--- config.mk ---
export PLATFORM = sky130hd
export DESIGN_NAME = uart_rx_ctrl
export DESIGN_NICKNAME = d
export VERILOG_FILES = /design/src/rtl/uart_rx_ctrl.sv
export SDC_FILE = /design/constraint.sdc
export NUM_CORES = 1
export LEC_CHECK = 0
export ABC_AREA = 1
export CAP_MARGIN = 10
export CORE_MARGIN = 2
export CORE_UTILIZATION = 55
export CTS_BUF_LIST = sky130_fd_sc_hd__clkbuf_4 sky130_fd_sc_hd__clkbuf_8 sky130_fd_sc_hd__clkbuf_16
export DETAILED_ROUTE_END_ITERATION = 8
export PLACE_DENSITY_LB_ADDON = 0.15
export SYNTH_ARGS = -nofsm -noshare
export SYNTH_HDL_FRONTEND = slang
export SYNTH_SLANG_ARGS = --single-unit
--- constraint.sdc ---
create_clock -name clk -period 1.6 [get_ports clk]
set_input_delay 0.48 -clock clk [delete_from_list [all_inputs] [get_ports clk]]
set_output_delay 0.48 -clock clk [all_outputs]
set_load 0.05 [all_outputs]
--- src/rtl/uart_rx_ctrl.sv ---
`default_nettype none
// ============================================================================
// Module      : uart_rx_ctrl
// Description : 8n1 UART receiver with 8x oversampling, 3-sample majority vote
//               and a one-entry valid/ready output buffer.
// Revision    : 1.0 - initial release
// ============================================================================
module uart_rx_ctrl #(
    parameter int DIV = 4
) (
    input  logic       clk,
    input  logic       rst,
    input  logic       uart_rx,
    output logic       valid,
    input  logic       ready,
    output logic [7:0] data,
    output logic       frame_err,
    output logic       overrun
);

    localparam int c_div_w = (DIV > 1) ? $clog2(DIV) : 1;
    localparam logic [c_div_w-1:0] c_div_last = c_div_w'(DIV - 1);

    typedef enum logic [1:0] {
        S_IDLE  = 2'd0,
        S_START = 2'd1,
        S_DATA  = 2'd2,
        S_STOP  = 2'd3
    } state_t;

    state_t             r_state;
    logic               r_sync1;
    logic               r_rx_s;
    logic               r_rx_d;
    logic [c_div_w-1:0] r_div;
    logic [2:0]         r_s;
    logic [2:0]         r_smp;
    logic [2:0]         r_bit_cnt;
    logic [7:0]         r_shift;

    logic               w_tick;
    logic               w_start;
    logic               w_smp2;
    logic               w_vote;

    assign w_tick  = (r_div == c_div_last);
    // Requiring rx_d high means a held-low break cannot retrigger a frame.
    assign w_start = (r_state == S_IDLE) && r_rx_d && !r_rx_s;

    // The stop decision is taken on the s==5 tick, so the third sample is
    // used directly from the line rather than from its capture register.
    assign w_smp2  = (r_s == 3'd5) ? r_rx_s : r_smp[2];
    assign w_vote  = (r_smp[0] & r_smp[1]) | (r_smp[0] & w_smp2) | (r_smp[1] & w_smp2);

    always_ff @(posedge clk) begin
        if (rst) begin
            r_sync1 <= 1'b1;
            r_rx_s  <= 1'b1;
            r_rx_d  <= 1'b1;
        end else begin
            r_sync1 <= uart_rx;
            r_rx_s  <= r_sync1;
            r_rx_d  <= r_rx_s;
        end
    end

    always_ff @(posedge clk) begin
        if (rst) begin
            r_state   <= S_IDLE;
            r_div     <= '0;
            r_s       <= 3'd0;
            r_smp     <= 3'b000;
            r_bit_cnt <= 3'd0;
            r_shift   <= 8'h00;
            valid     <= 1'b0;
            data      <= 8'h00;
            frame_err <= 1'b0;
            overrun   <= 1'b0;
        end else begin
            frame_err <= 1'b0;
            overrun   <= 1'b0;

            if (w_start || w_tick) begin
                r_div <= '0;
            end else begin
                r_div <= r_div + 1'b1;
            end

            if (w_start) begin
                r_s <= 3'd0;
            end else if (w_tick) begin
                r_s <= r_s + 3'd1;
            end

            if (w_tick) begin
                case (r_s)
                    3'd3:    r_smp[0] <= r_rx_s;
                    3'd4:    r_smp[1] <= r_rx_s;
                    3'd5:    r_smp[2] <= r_rx_s;
                    default: ;
                endcase
            end

            // Pop; a delivery in the same cycle below overrides this.
            if (valid && ready) begin
                valid <= 1'b0;
            end

            case (r_state)
                S_IDLE: begin
                    if (w_start) begin
                        r_state   <= S_START;
                        r_bit_cnt <= 3'd0;
                    end
                end
                S_START: begin
                    if (w_tick && r_s == 3'd7) begin
                        r_state <= w_vote ? S_IDLE : S_DATA;
                    end
                end
                S_DATA: begin
                    if (w_tick && r_s == 3'd7) begin
                        r_shift   <= {w_vote, r_shift[7:1]};
                        r_bit_cnt <= r_bit_cnt + 3'd1;
                        if (r_bit_cnt == 3'd7) begin
                            r_state <= S_STOP;
                        end
                    end
                end
                S_STOP: begin
                    // Deciding mid stop bit leaves half a bit to catch the next start edge.
                    if (w_tick && r_s == 3'd5) begin
                        r_state <= S_IDLE;
                        if (!w_vote) begin
                            frame_err <= 1'b1;
                        end else if (!valid || ready) begin
                            data  <= r_shift;
                            valid <= 1'b1;
                        end else begin
                            overrun <= 1'b1;
                        end
                    end
                end
                default: r_state <= S_IDLE;
            endcase
        end
    end

endmodule
`default_nettype wire

Word-level counts from Yosys, hierarchy flattened
Index checks and enable logic that the tools add are counted.
Operators by class
  magnitude comparators: 0
  multiplexer cells: 18
  shifts and indexed selects: 0
  reductions and logical operators: 21
  bitwise gates (word level): 8
  $add $sub $neg: 3
  div/mod/pow operators: 0
  $mul: 0
  equality and inequality tests: 14
Operators with widths (number)
  equality test 3 bit (second input constant): 4
  two-way mux 2 bit: 6
  != test 2 bit (second input constant): 5
  two-way mux 1 bit: 8
  one-hot mux 2 bit (4 select lines): 1
  adder 3 x 1 -> 3 bit (second input constant): 2
  equality test 2 bit (second input constant): 3
  two-way mux 3 bit: 2
  one-hot mux 3 bit (2 select lines): 1
  AND reduction 2 bit: 3
  logical AND 1 bit: 5
  AND reduction 5 bit: 1
  AND reduction 4 bit: 1
  OR reduction 2 bit: 2
  OR reduction 4 bit: 1
  AND 1 bit: 3
  equality test 3 x 2 -> 1 bit (second input constant): 1
  inverter 1 bit: 3
  AND reduction 3 bit: 1
  OR reduction 3 bit: 1
  adder 2 x 1 -> 2 bit (second input constant): 1
  equality test 2 x 1 -> 1 bit (second input constant): 1
  logical NOT 1 bit: 2
  logical NOT 2 bit: 1
  other kinds (3): 5
Storage, ports and cells
  bits in registers: 35
  bits of input ports: 4
  RAM bits: 0
  memories: 0
  bits in latches: 0
  logic and storage cells: 79
  output and inout bits: 11
  memory bits (read-only): 0

Depth between registers and ports, before layout
  depth after elaboration: 8
  depth in mapped cells: 10
  gate-level depth less buffers: 10

Worst setup path after synthesis
Ideal clock, no wire load.
  path type: reg-to-reg
  from: register valid
  to: register data[0]
  setup slack: 0.180 ns
  required time: 1.530 ns
  stages on the path, launching flop included: 7
  setup time: 0.070 ns
  arrival time: 1.350 ns
  buffers on the path: 0
  period minus slack after synthesis: 1.420 ns
  cell sequence: dfxtp_1 inv_1 nor2_1 nor2_8 nand2_4 nand2_1 a21oi_1
Between the ends
  word-level cells in the longest chain between the ends: 3
RTL lines
  start, declared: line 14  | output logic valid,
  start signal, assigned: line 75  | valid <= 1'b0;
  start signal, assigned: line 106  | valid <= 1'b0;
  start signal, assigned: line 138  | valid <= 1'b1;
  logical NOT 1 bit: line 136  | end else if (!valid || ready) begin
  logical OR 1 bit: line 136
  AND reduction 4 bit (no line)
  end signal, assigned: line 137  | data <= r_shift;
  end, declared: line 16  | output logic [7:0] data,
No other way between the ends.
A chain may end at the register's enable or synchronous reset.

Final worst setup path
  from: register r_s[1]
  to: register data[2]
Between the ends
  word-level cells in the longest chain between the ends: 6
  elaborated cells between the ends (all ways): 8
  classes of those cells: eq/ne: 1; mux: 1; bitwise: 4; reduce/logical: 2
RTL lines
  start, declared: line 36  | logic [2:0] r_s;
  start signal, assigned: line 92  | r_s <= r_s + 3'd1;
  equality test 3 bit *: line 52, 132
  two-way mux 1 bit
  AND 1 bit: line 53  | assign w_vote = (r_smp[0] & r_smp[1]) | (r_smp[0] & w_smp2) | (r_smp[1] & w_smp2);
  OR 1 bit (2 in a row): line 53
  AND reduction 4 bit (no line) *
Mark *: on every way between the ends. The rest lies on a longest branch, timed or not.

==> impl_metrics.yaml <==
run_status:
  status: "completed"
critical_path:
  crit_required_ps: 1830
  criticalPathCategory: "reg -> reg"
  critPathArrivalTime_ps: 1710
  crit_path_max_fanout: 8
  start_kind: "flop"
  crit_path_end_kind: "flop"
detailed_routing:
  drt_iter0_markers: 54
  vias_per_cell: 5.42
  drc_errors: 0
  vias: 1284
  first_pass_iters: 4
  avgRoutedWirePerCell_um: 13.1
  drt_wl_total_mm: 3.10
  drtAntennaViolNets: 0
floorplanning:
  die_h_um: 56.1
  die_area_um2: 3140
  core_um2: 2520
  die_x_um: 56.1
  initial_core_util_pct: 59.1
  rows: 18
  pin_count: 15
power:
  irDropWorstVdd_uv: 860
  pwr_density_cell_nw_per_um2: 887
  total_power_mw: 1.69
  p_leak_nw: 0.812
synthesis:
  synth.distinct_cells: 25
  avgSynthCellArea_um2: 8.19
  yosys_warnings: 0
  synth_cells: 182
  synth_edf_count: 0
  synth_area_um2: 1490
  synthArstFlopShare_pct: 0
  synth_area_leaders: "dfxtp_1 47%, nand2_1 7.8%, a21oi_1 7.0%, ha_1 6.7%, nor2_1 4.5%"
  yosysSeqAreaShare_pct: 47.0
  syn_nets: 194
  ys.flop_type: "dfxtp_1"
  synth.most_common_cell: "dfxtp_1"
  yosys.area.top_type: "dfxtp_1"
  synth-seq-cells: 35
  synth_commonest_cells: "35 x dfxtp_1, 31 x nand2_1, 21 x a21oi_1, 18 x nor2_1, 17 x inv_1"
  synth.top_cell.area_share_pct: 47.0
finish:
  nFillCells: 185
  layout-drive-gt1-share_pct: 23.2
  syn_to_final_growth_pct: 27.5
  multi_input_area_um2: 701
  layout.nets: 218
  regArea_um2: 702
  num_antenna_cells: 0
global_routing:
  grt_pass1_vias: 1194
  grt_usage_pct: 20.9
  grt_pass1_wl_mm: 5.11
  antenna_found_initial: 0
  grt_start_max_net_pins: 14
  gr-total-overflow: 0
place:
  place.gp.congestion: 0.745
  dpl.hpwl_mm: 2.25
  place.port_buffers: 14
  post-place-ws_ps: -65.1
sta:
  fmax_mhz: 675
  maxSlewHeadroom_pct: 77.4
  final.min_clock_period_ps: 1480
  skew_ps: 5.32
  rsz0062_at_grt: "no"
  finalHoldViolations: 0
  setup_viol: 0
  fin_crit_sh_pct: 92.6
  tightest_slew_ps: 338
  fin_ws_ps: 118
  worst_hold_slack_ps: 434
  slew_violations: 0
clocking:
  cts_sinks: 35
  cts_inserted_buffers: 5
  hold_buffers: 0
  clk_root_buffer_cell: "clkbuf_4"
  cts_tree: "done"
  clk_pin_slew_ps: 100
  clock_latency_ps: 330
  cts_max_path_buffers: 2
  ctsHtreeMaxLevel: 2
flow_run:
  maxCapViolCount: 0
hold_path:
  hold_path.class: "reg -> reg"
-- registers in the layout, summed over array words and instances, names as in the netlist, named ones only --
signal	flops
r_bit_cnt	3
data	8
r_smp	3
r_rx_s	1
r_shift	8
overrun	1
r_div	2
r_rx_d	1
r_s	3
r_state	1
valid	1
frame_err	1
r_sync1	1
-- stage by stage --
step                      util (%)  instances  setup TNS [ps]  area (um2)
after floorplan                  -        182               0        1490
after global placement        71.0        227            -227        1790
after detailed placement      71.0        227            -395        1790
after CTS                     73.9        235               0        1860
after global routing          75.4        237               0        1900
final                         75.4        237               0        1900
-- critical path, stage by stage, from the launching register on --
cell     delay (ps)
dfxtp_1         330
inv_1           100
ha_1            210
nand2_2          90
nor2_4          130
nand2_4         100
nor2_8          170
nand2_4         100
nand2_1          80
a21oi_1          70
-- where the power goes --
part / internal [mW] / switching [mW] / leakage (nW)
clock network: 0.275 / 0.269 / 0.0420
registers: 0.903 / 0.0442 / 0.284
logic: 0.0761 / 0.119 / 0.486
-- path summary, 6_finish.rpt --
check / startpoint / to / slack, ps / cells past startpoint
setup reg to reg: r_s[1] / data[2] / 120 / 9
setup / recovery: r_s[1] / data[2] / 120 / 9
hold / removal: r_sync1 / r_rx_s / 430 / 1
hold reg to reg: r_sync1 / r_rx_s / 430 / 1
-- cells by family after synthesis --
| kind of cell | after synthesis | synth area share, % |
|---|---|---|
| compound gates | 35 | 12.2 |
| fa+ha+maj | 8 | 6.71 |
| buf+inv | 26 | 7.97 |
| flops | 35 | 47.0 |
| simple gates | 78 | 26.2 |
-- cell usage in the layout (no fill, tap or decap), types with 4 or more instances in the layout --
cell / count
buf_4: 9
or2_2: 4
nand3_1: 12
buf_12: 11
ha_1: 7
clkbuf_4: 6
a21oi_1: 21
nor2_1: 18
dfxtp_1: 34
nand2_1: 29
o21ai_0: 12
inv_1: 17
-- layer usage --
| layer | GRT usage, % | part of all wire, % |
|---|---|---|
| met5 | 0 | 0 |
| met4 | 7.82 | 2.3 |
| met3 | 8.60 | 4.4 |
| met2 | 34.8 | 51 |
| met1 | 23.7 | 42 |
-- final cells by class --
cell class,instances,area share [%]
sequential,35,36.9
tap,30,1.97
inverter,19,3.75
clock buffer,8,3.82
timing repair buffer,23,16.7
multi-input combinational,122,36.8
-- repair_timing --
| item | 4_1_cts | 5_1_grt |
|---|---|---|
| setup endpoints to repair | 0 | 11 |
| setup buffers | 0 | 1 |
| resized for setup | 0 | 6 |
| endpoints found under the hold margin | 0 | 0 |
Power figures use the tool's default switching activity.
